<file path="src/rtl/mem_port_arbiter.sv">
// Shares one single-port synchronous RAM between instruction fetch and data access.
// Define ARB_ROUND_ROBIN_EN to replace data priority plus the starvation guard with round-robin.
module mem_port_arbiter #(
    parameter int AW       = 16,
    parameter int DW       = 16,
    parameter int RD_LAT   = 1,
    parameter int MAX_WAIT = 4
) (
    input  logic          clk,
    input  logic          rst,
    input  logic          if_req,
    input  logic [AW-1:0] if_addr,
    output logic          if_ack,
    output logic [DW-1:0] if_rdata,
    output logic          if_stall,
    input  logic          d_req,
    input  logic          d_we,
    input  logic [AW-1:0] d_addr,
    input  logic [DW-1:0] d_wdata,
    output logic          d_ack,
    output logic [DW-1:0] d_rdata,
    output logic          d_stall,
    output logic [AW-1:0] ram_addr,
    output logic [DW-1:0] ram_data,
    output logic          ram_wren,
    input  logic [DW-1:0] ram_q,
    output logic          busy,
    output logic          owner
);
    localparam logic [1:0] IDLE   = 2'd0;
    localparam logic [1:0] ACCESS = 2'd1;
    localparam logic [1:0] WAIT   = 2'd2;
    localparam logic [1:0] RESP   = 2'd3;

    logic [1:0]    state;
    logic [2:0]    wait_cnt;
    logic [AW-1:0] lat_addr;
    logic [DW-1:0] lat_wdata;
    logic          lat_we;
    logic          grant_if;

`ifdef ARB_ROUND_ROBIN_EN
    // owner still reflects the previous grant while in IDLE, so a tie goes to the other side
    always_comb grant_if = if_req && (!d_req || owner);
`else
    logic [3:0] starve_cnt;

    always_comb grant_if = if_req && (!d_req || (starve_cnt >= 4'(MAX_WAIT)));

    always_ff @(posedge clk or posedge rst) begin
        if (rst) begin
            starve_cnt <= '0;
        end else if (state == IDLE && if_req) begin
            if (grant_if)
                starve_cnt <= '0;
            else if (starve_cnt != 4'hF)
                starve_cnt <= starve_cnt + 4'd1;
        end
    end
`endif

    always_ff @(posedge clk or posedge rst) begin
        if (rst) begin
            state     <= IDLE;
            wait_cnt  <= '0;
            lat_addr  <= '0;
            lat_wdata <= '0;
            lat_we    <= 1'b0;
            owner     <= 1'b0;
            if_ack    <= 1'b0;
            d_ack     <= 1'b0;
            if_rdata  <= '0;
            d_rdata   <= '0;
        end else begin
            if_ack <= 1'b0;
            d_ack  <= 1'b0;
            case (state)
                IDLE: begin
                    if (if_req || d_req) begin
                        state <= ACCESS;
                        if (grant_if) begin
                            owner    <= 1'b0;
                            lat_addr <= if_addr;
                            lat_we   <= 1'b0;
                        end else begin
                            owner     <= 1'b1;
                            lat_addr  <= d_addr;
                            lat_we    <= d_we;
                            lat_wdata <= d_wdata;
                        end
                    end
                end
                ACCESS: begin
                    state    <= WAIT;
                    wait_cnt <= 3'(RD_LAT);
                end
                WAIT: begin
                    wait_cnt <= wait_cnt - 3'd1;
                    // writes also sit out the full read latency so every access has the same timing
                    if (wait_cnt == 3'd1) begin
                        state <= RESP;
                        if (!owner) begin
                            if_rdata <= ram_q;
                            if_ack   <= 1'b1;
                        end else begin
                            d_ack <= 1'b1;
                            if (!lat_we)
                                d_rdata <= ram_q;
                        end
                    end
                end
                RESP: begin
                    state <= IDLE;
                end
            endcase
        end
    end

    assign ram_addr = lat_addr;
    assign ram_data = lat_wdata;
    assign ram_wren = (state == ACCESS) && lat_we && owner;
    assign busy     = (state != IDLE);
    assign if_stall = if_req && !if_ack;
    assign d_stall  = d_req && !d_ack;

endmodule

</file>
<file path="config.mk">
export PLATFORM = sky130hd
export DESIGN_NAME = mem_port_arbiter
export DESIGN_NICKNAME = d
export VERILOG_FILES = /design/src/rtl/mem_port_arbiter.sv
export SDC_FILE = /design/constraint.sdc
export NUM_CORES = 1
export LEC_CHECK = 0
export BUFFER_PORTS_ARGS = -buffer_cell sky130_fd_sc_hd__buf_2
export CAP_MARGIN = 20
export CORE_MARGIN = 1
export CORE_UTILIZATION = 48
export CTS_CLUSTER_SIZE = 25
export DETAILED_ROUTE_END_ITERATION = 10
export GPL_TIMING_DRIVEN = 0
export PLACE_DENSITY = 0.76
export SLEW_MARGIN = 20
export SYNTH_ARGS = -nofsm -noshare
export SYNTH_HDL_FRONTEND = slang
export SYNTH_SLANG_ARGS = --single-unit
</file>
<file path="constraint.sdc">
create_clock -name clk -period 3 [get_ports clk]
set_input_delay 0.3 -clock clk [delete_from_list [all_inputs] [get_ports clk]]
set_output_delay 0.3 -clock clk [all_outputs]
set_load 0.01 [all_outputs]
</file>
**Word-level counts from Yosys, hierarchy flattened**

Index checks and enable logic that the tools add are counted.

- Register bits: 77
- Input port bits: 69
- Output and inout bits: 71
- Logic and storage cells: 60

- $add $sub $neg: 2
- Order comparisons: 1
- Equality and inequality tests: 7
- Multiplexer cells: 15
- Bitwise logic cells: 3
- Reduce and logical (&&, ||, !) cells: 21

Operator list:

| kind | number |
|---|---|
| $mux W16 | 1 |
| $mux W1 | 8 |
| $mux W4 | 2 |
| $pmux W2 S4 | 1 |
| $logic_and A1 B1 Y1 | 6 |
| $pmux W3 S2 | 1 |
| $reduce_and A2 Y1 | 3 |
| $reduce_and A3 Y1 | 2 |
| $reduce_bool A2 Y1 | 3 |
| $add A4 B1 Y4 const B | 1 |
| $eq A2 B2 Y1 const B | 2 |
| $ge A4 B3 Y1 const B | 1 |
| $mux W2 | 2 |
| $ne A4 B4 Y1 const B | 1 |
| $reduce_and A4 Y1 | 1 |
| $eq A3 B1 Y1 const B | 1 |
| $logic_not A1 Y1 | 3 |
| $not A1 Y1 | 3 |
| $sub A3 B1 Y3 const B | 1 |
| $eq A2 B1 Y1 const B | 1 |
| $logic_not A2 Y1 | 1 |
| $logic_or A1 B1 Y1 | 2 |
| $ne A2 B1 Y1 const B | 1 |
| $ne A2 B2 Y1 const B | 1 |

**Depth between registers and ports, before layout**

- Depth after elaboration: 5
- Mapped depth: 8

**Worst setup path after synthesis**

OpenSTA, ideal clock, no wires.

- Path kind: register to register
- From: register state[0]
- To: register d_rdata[0]
- Setup time: 0.125 ns
- Data arrival time: 1.626 ns
- Setup slack: 1.249 ns
- Cell stages (with the launch flop): 8
- Clock period less this slack: 1.751 ns
- Cell sequence: dfrtp_1 > inv_1 > ha_1 > and4b_1 > nor2b_1 > buf_2 > buf_6 > mux2_2

- Cells in the longest elaborated chain, start to end: 2

RTL lines:

| element | RTL line | text |
|---|---|---|
| start: declaration | 35 | `logic [1:0] state;` |
| start signal: assignment | 64 | `state <= IDLE;` |
| start signal: assignment | 80 | `state <= ACCESS;` |
| start signal: assignment | 94 | `state <= WAIT;` |
| $eq A2 B2 Y1 | 77 | `case (state)` |
| $reduce_and A4 Y1 (no line) | n/a |  |
| end signal: assignment | 108 | `d_rdata <= ram_q;` |
| end: declaration | 21 | `output logic [DW-1:0] d_rdata,` |

No other way between the ends.
A chain may end at the register's enable or synchronous reset.

**Worst setup path in the final report**

- From: register state[0]
- To: output port busy

- Cells in the longest elaborated chain, start to end: 1

RTL lines:

| element | RTL line | text |
|---|---|---|
| $reduce_bool A2 Y1 | 122 | `assign busy = (state != IDLE);` |
| end: declaration | 27 | `output logic busy,` |

No other way between the ends.

==> qor.csv <==
stage,metric,value,unit
final_layout,Register Area,1930,µm²
clock_network,hold buffer count at CTS,1,
floorplan,Initial Util,50.8,%
worst_setup_path,Worst path slowest cell,dfrtp_1,
synth,unique cell type count in the Yosys netlist,33,
floorplan,Core ar.,6490,µm²
worst_setup_path,Crit path max-delay family,buffers and inverters,
route,vias per cell,5.17,
power_and_ir_drop,VDD IR max,0.571,mV
job,Max-Cap Viols,0,
worst_setup_path,worst path required time,2.70,ns
worst_hold_path,worst hold path depth,2,
clock_network,root buf cell,clkbuf_8,
final_layout,"most common cell after layout, fill and taps aside",buf_2,
power_and_ir_drop,P_leak,2.16,nW
power_and_ir_drop,Power Internal,0.00283,W
synth,top cell type's share of synthesized area,58.4,%
final_layout,Total Nets Final,483,
global_routing,GRT Total Usage,21.9,%
power_and_ir_drop,Power Dens Cells,1050,nW/µm²
worst_setup_path,reg2reg path depth,7,
worst_setup_path,Levels on crit path,6,
place,Detail Placement HPWL,5630,µm
final_layout,number of diodes,0,
synth,number of enable flip-flop cells after synthesis,0,
synth,ys async rst share,100,%
synth,"area leader, netlist",dfrtp_1,
clock_network,"Clk pin slew, worst setup/hold paths",0.08,ns
global_routing,first-pass GRT wire length,12100,µm
final_layout,Finished Layout Cells,490,
synth,synth warn,0,
outcome,failing checks,design-rule violations,
floorplan,die width,84.9,µm
clock_network,setup bufs post-CTS,0,
worst_setup_path,CP Class,flop to output port,
global_routing,vias in the first global route,2581,
place,Placed Cells incl. Taps,473,
route,First-pass DRT Iterations,8,
route,Detailed Route Iter0 Violations,97,
clock_network,Skew-Pair Late Insertion Delay,0.35,ns
synth,"Seq/Total Area, Yosys",58.4,%
synth,"Top FF cell, synth",dfrtp_1,
synth,post-synthesis cell area,3300,µm²
worst_setup_path,CP Buf/Inv Count,5,
worst_setup_path,Startpoint Class,flop,
synth,Post-Syn Instances,257,
timing,crit path time final,2.12,ns
synth,"Net Count, Synth",332,
clock_network,CTS Sinks,77,
floorplan,Die Y,84.9,µm
worst_setup_path,worst-path fanout max,10,
place,RePlAce Congestion,0.778,
synth,mean post-synth cell area,12.8,µm²
final_layout,Area Growth Syn to Fin,30.6,%
worst_hold_path,worst hold path type,input port to flop,
worst_setup_path,worst-path cell chain,inv_1 -> ha_1 -> clkbuf_1 -> clkbuf_1 -> inv_1 -> buf_2,
floorplan,die area,7210,µm²
global_routing,initial antenna violation count,0,
route,final WL,7490,µm
worst_setup_path,CP arrival,1.82,ns
synth,register bit count reported by yosys,77,
clock_network,TritonCTS Buffers,9,
timing,RSZ-0062 raised after global routing,no,
floorplan,I/O Pins,140,
power_and_ir_drop,switching portion of total power,37.3,%
route,vias,2535,
power_and_ir_drop,Comb pwr share,44.3,%
power_and_ir_drop,total net switching power,0.00168,W
route,DRC errors left,10,
synth,Synth area leaders,"dfrtp_1 (58%), mux2_2 (16%), nand2_1 (4.4%), o211ai_2 (3.4%), nand4_1 (3.0%)",
power_and_ir_drop,Clock power frac,15.8,%
place,Port-buffer cells,138,
final_layout,fraction of layout cells with a size suffix above 1,54.2,%
final_layout,multi-input logic area,1240,µm²
timing,fmax,473,MHz
timing,Tcrit/Tclk final,70.5,%
worst_setup_path,CP Capture Type,output port,
route,number of routed nets with antenna violations,0,
final_layout,most frequent cells in the layout,"buf_2 (144), dfrtp_1 (77), mux2_2 (48)",
floorplan,FP Rows,29,
clock_network,CTS tree,yes,
timing,worst-margin pin slew,0.791,ns
power_and_ir_drop,Pwr Total,0.00451,W
route,wire length per cell,15.3,µm
timing,Pins Over Slew Limit,0,
global_routing,largest net degree at the start of global routing,49,
timing,Setup TNS,0,ns
timing,final setup margin,0.885,ns
place,pre-CTS WS,0.985,ns
outcome,status,"complete, but fails checks",
worst_setup_path,max incr delay on CP,0.40,ns
final_layout,fillcell total,519,
clock_network,CTS max path bufs,2,
clock_network,H-tree depth,3,
global_routing,GR Overflow Total,0,
clock_network,PostCTS Resize Cnt,0,
timing,Clock Skew,0.0133,ns
timing,Rel. slew slack,46.9,%
power_and_ir_drop,Reg power frac,39.9,%
timing,final setup fails,0,
timing,Hold Fails Final Rpt,0,
==> registers in the layout, summed over array words and instances (netlist names) <==
name        flops
lat_we          1
d_ack           1
ram_data       16
ram_addr       16
d_rdata        16
starve_cnt      4
wait_cnt        3
state           2
if_rdata       16
if_ack          1
owner           1
==> per-stage QoR <==
step	area, µm²	utilization, %	hold WS [ns]
6_report	4310	66.3	0.187
5_1_grt	4310	66.3	0.168
4_1_cts	4310	66.3	0.173
3_5_place_dp	4120	63.4	0.325
3_3_place_gp	4090	62.9	0.467
2_1_floorplan	3300	-	0.427
==> cell usage after synthesis (2+ instances only) <==
library cell and number:
ha_1 6, inv_1 7, mux2_2 48, and3_1 2, clkbuf_1 7, nor2b_1 3
o211ai_1 7, o211ai_2 9, nand3_1 2, mux2i_1 2, dfrtp_1 77, o21ai_0 3
buf_6 3, nand4_1 16, buf_2 6, and2_1 2, nand2_1 39, a21o_1 2
o21ai_1 2
==> cells by family (layout without fill, tap and decap cells) <==
logic type | count (synthesis) | after routing | share of synthesized area [%]
flops | 77 | 77 | 58.4
fa+ha+maj | 6 | 6 | 2.28
buf+inv | 25 | 181 | 3.87
simple gates | 70 | 70 | 10.7
compound gates | 28 | 28 | 7.40
mux | 51 | 51 | 17.3
==> power groups by stage <==
stage	Clock [W]	Combinational, W	Sequential, W
2_1_floorplan	0	0.00102	0.00203
3_3_place_gp	0	0.00195	0.00180
3_5_place_dp	0	0.00202	0.00182
4_1_cts	0.000728	0.00203	0.00180
5_1_grt	0.000769	0.00218	0.00186
6_report	0.000713	0.00200	0.00180
==> worst paths after layout <==
path | start | end | slack, ns
setup / recovery | state[0] | busy | 0.88
hold reg to reg | ram_addr[1] | ram_addr[1] | 0.49
min in group asynchronous | rst | d_rdata[2] | 0.51
setup reg to reg | state[0] | d_rdata[4] | 0.99
max in group asynchronous | rst | state[1] | 1.93
hold / removal | d_wdata[12] | ram_data[12] | 0.19
==> layout make-up <==
class	instances	share of cell area [%]
plain buffers	18	2.35
clock buffers	9	2.88
clock inverters	7	1.37
inverters	7	0.668
multi-input cells	155	28.9
flip-flops and latches	77	44.7
well taps	77	2.24
repair buffers	140	16.9
==> layer usage <==
| metal | vias to the layer above | share of wire, % | routed length [µm] | track usage (%) |
|---|---|---|---|---|
| met3 | 17 | 5.6 | 420 | 4.86 |
| met4 | 0 | 2.6 | 192 | 9.86 |
| met2 | 83 | 50 | 3770 | 37.1 |
| met1 | 1223 | 42 | 3110 | 27.0 |
| li1 | 1212 | - | - | - |
| met5 | - | 0 | 0 | 0 |
No activity file was read; power rests on OpenSTA's default activity.
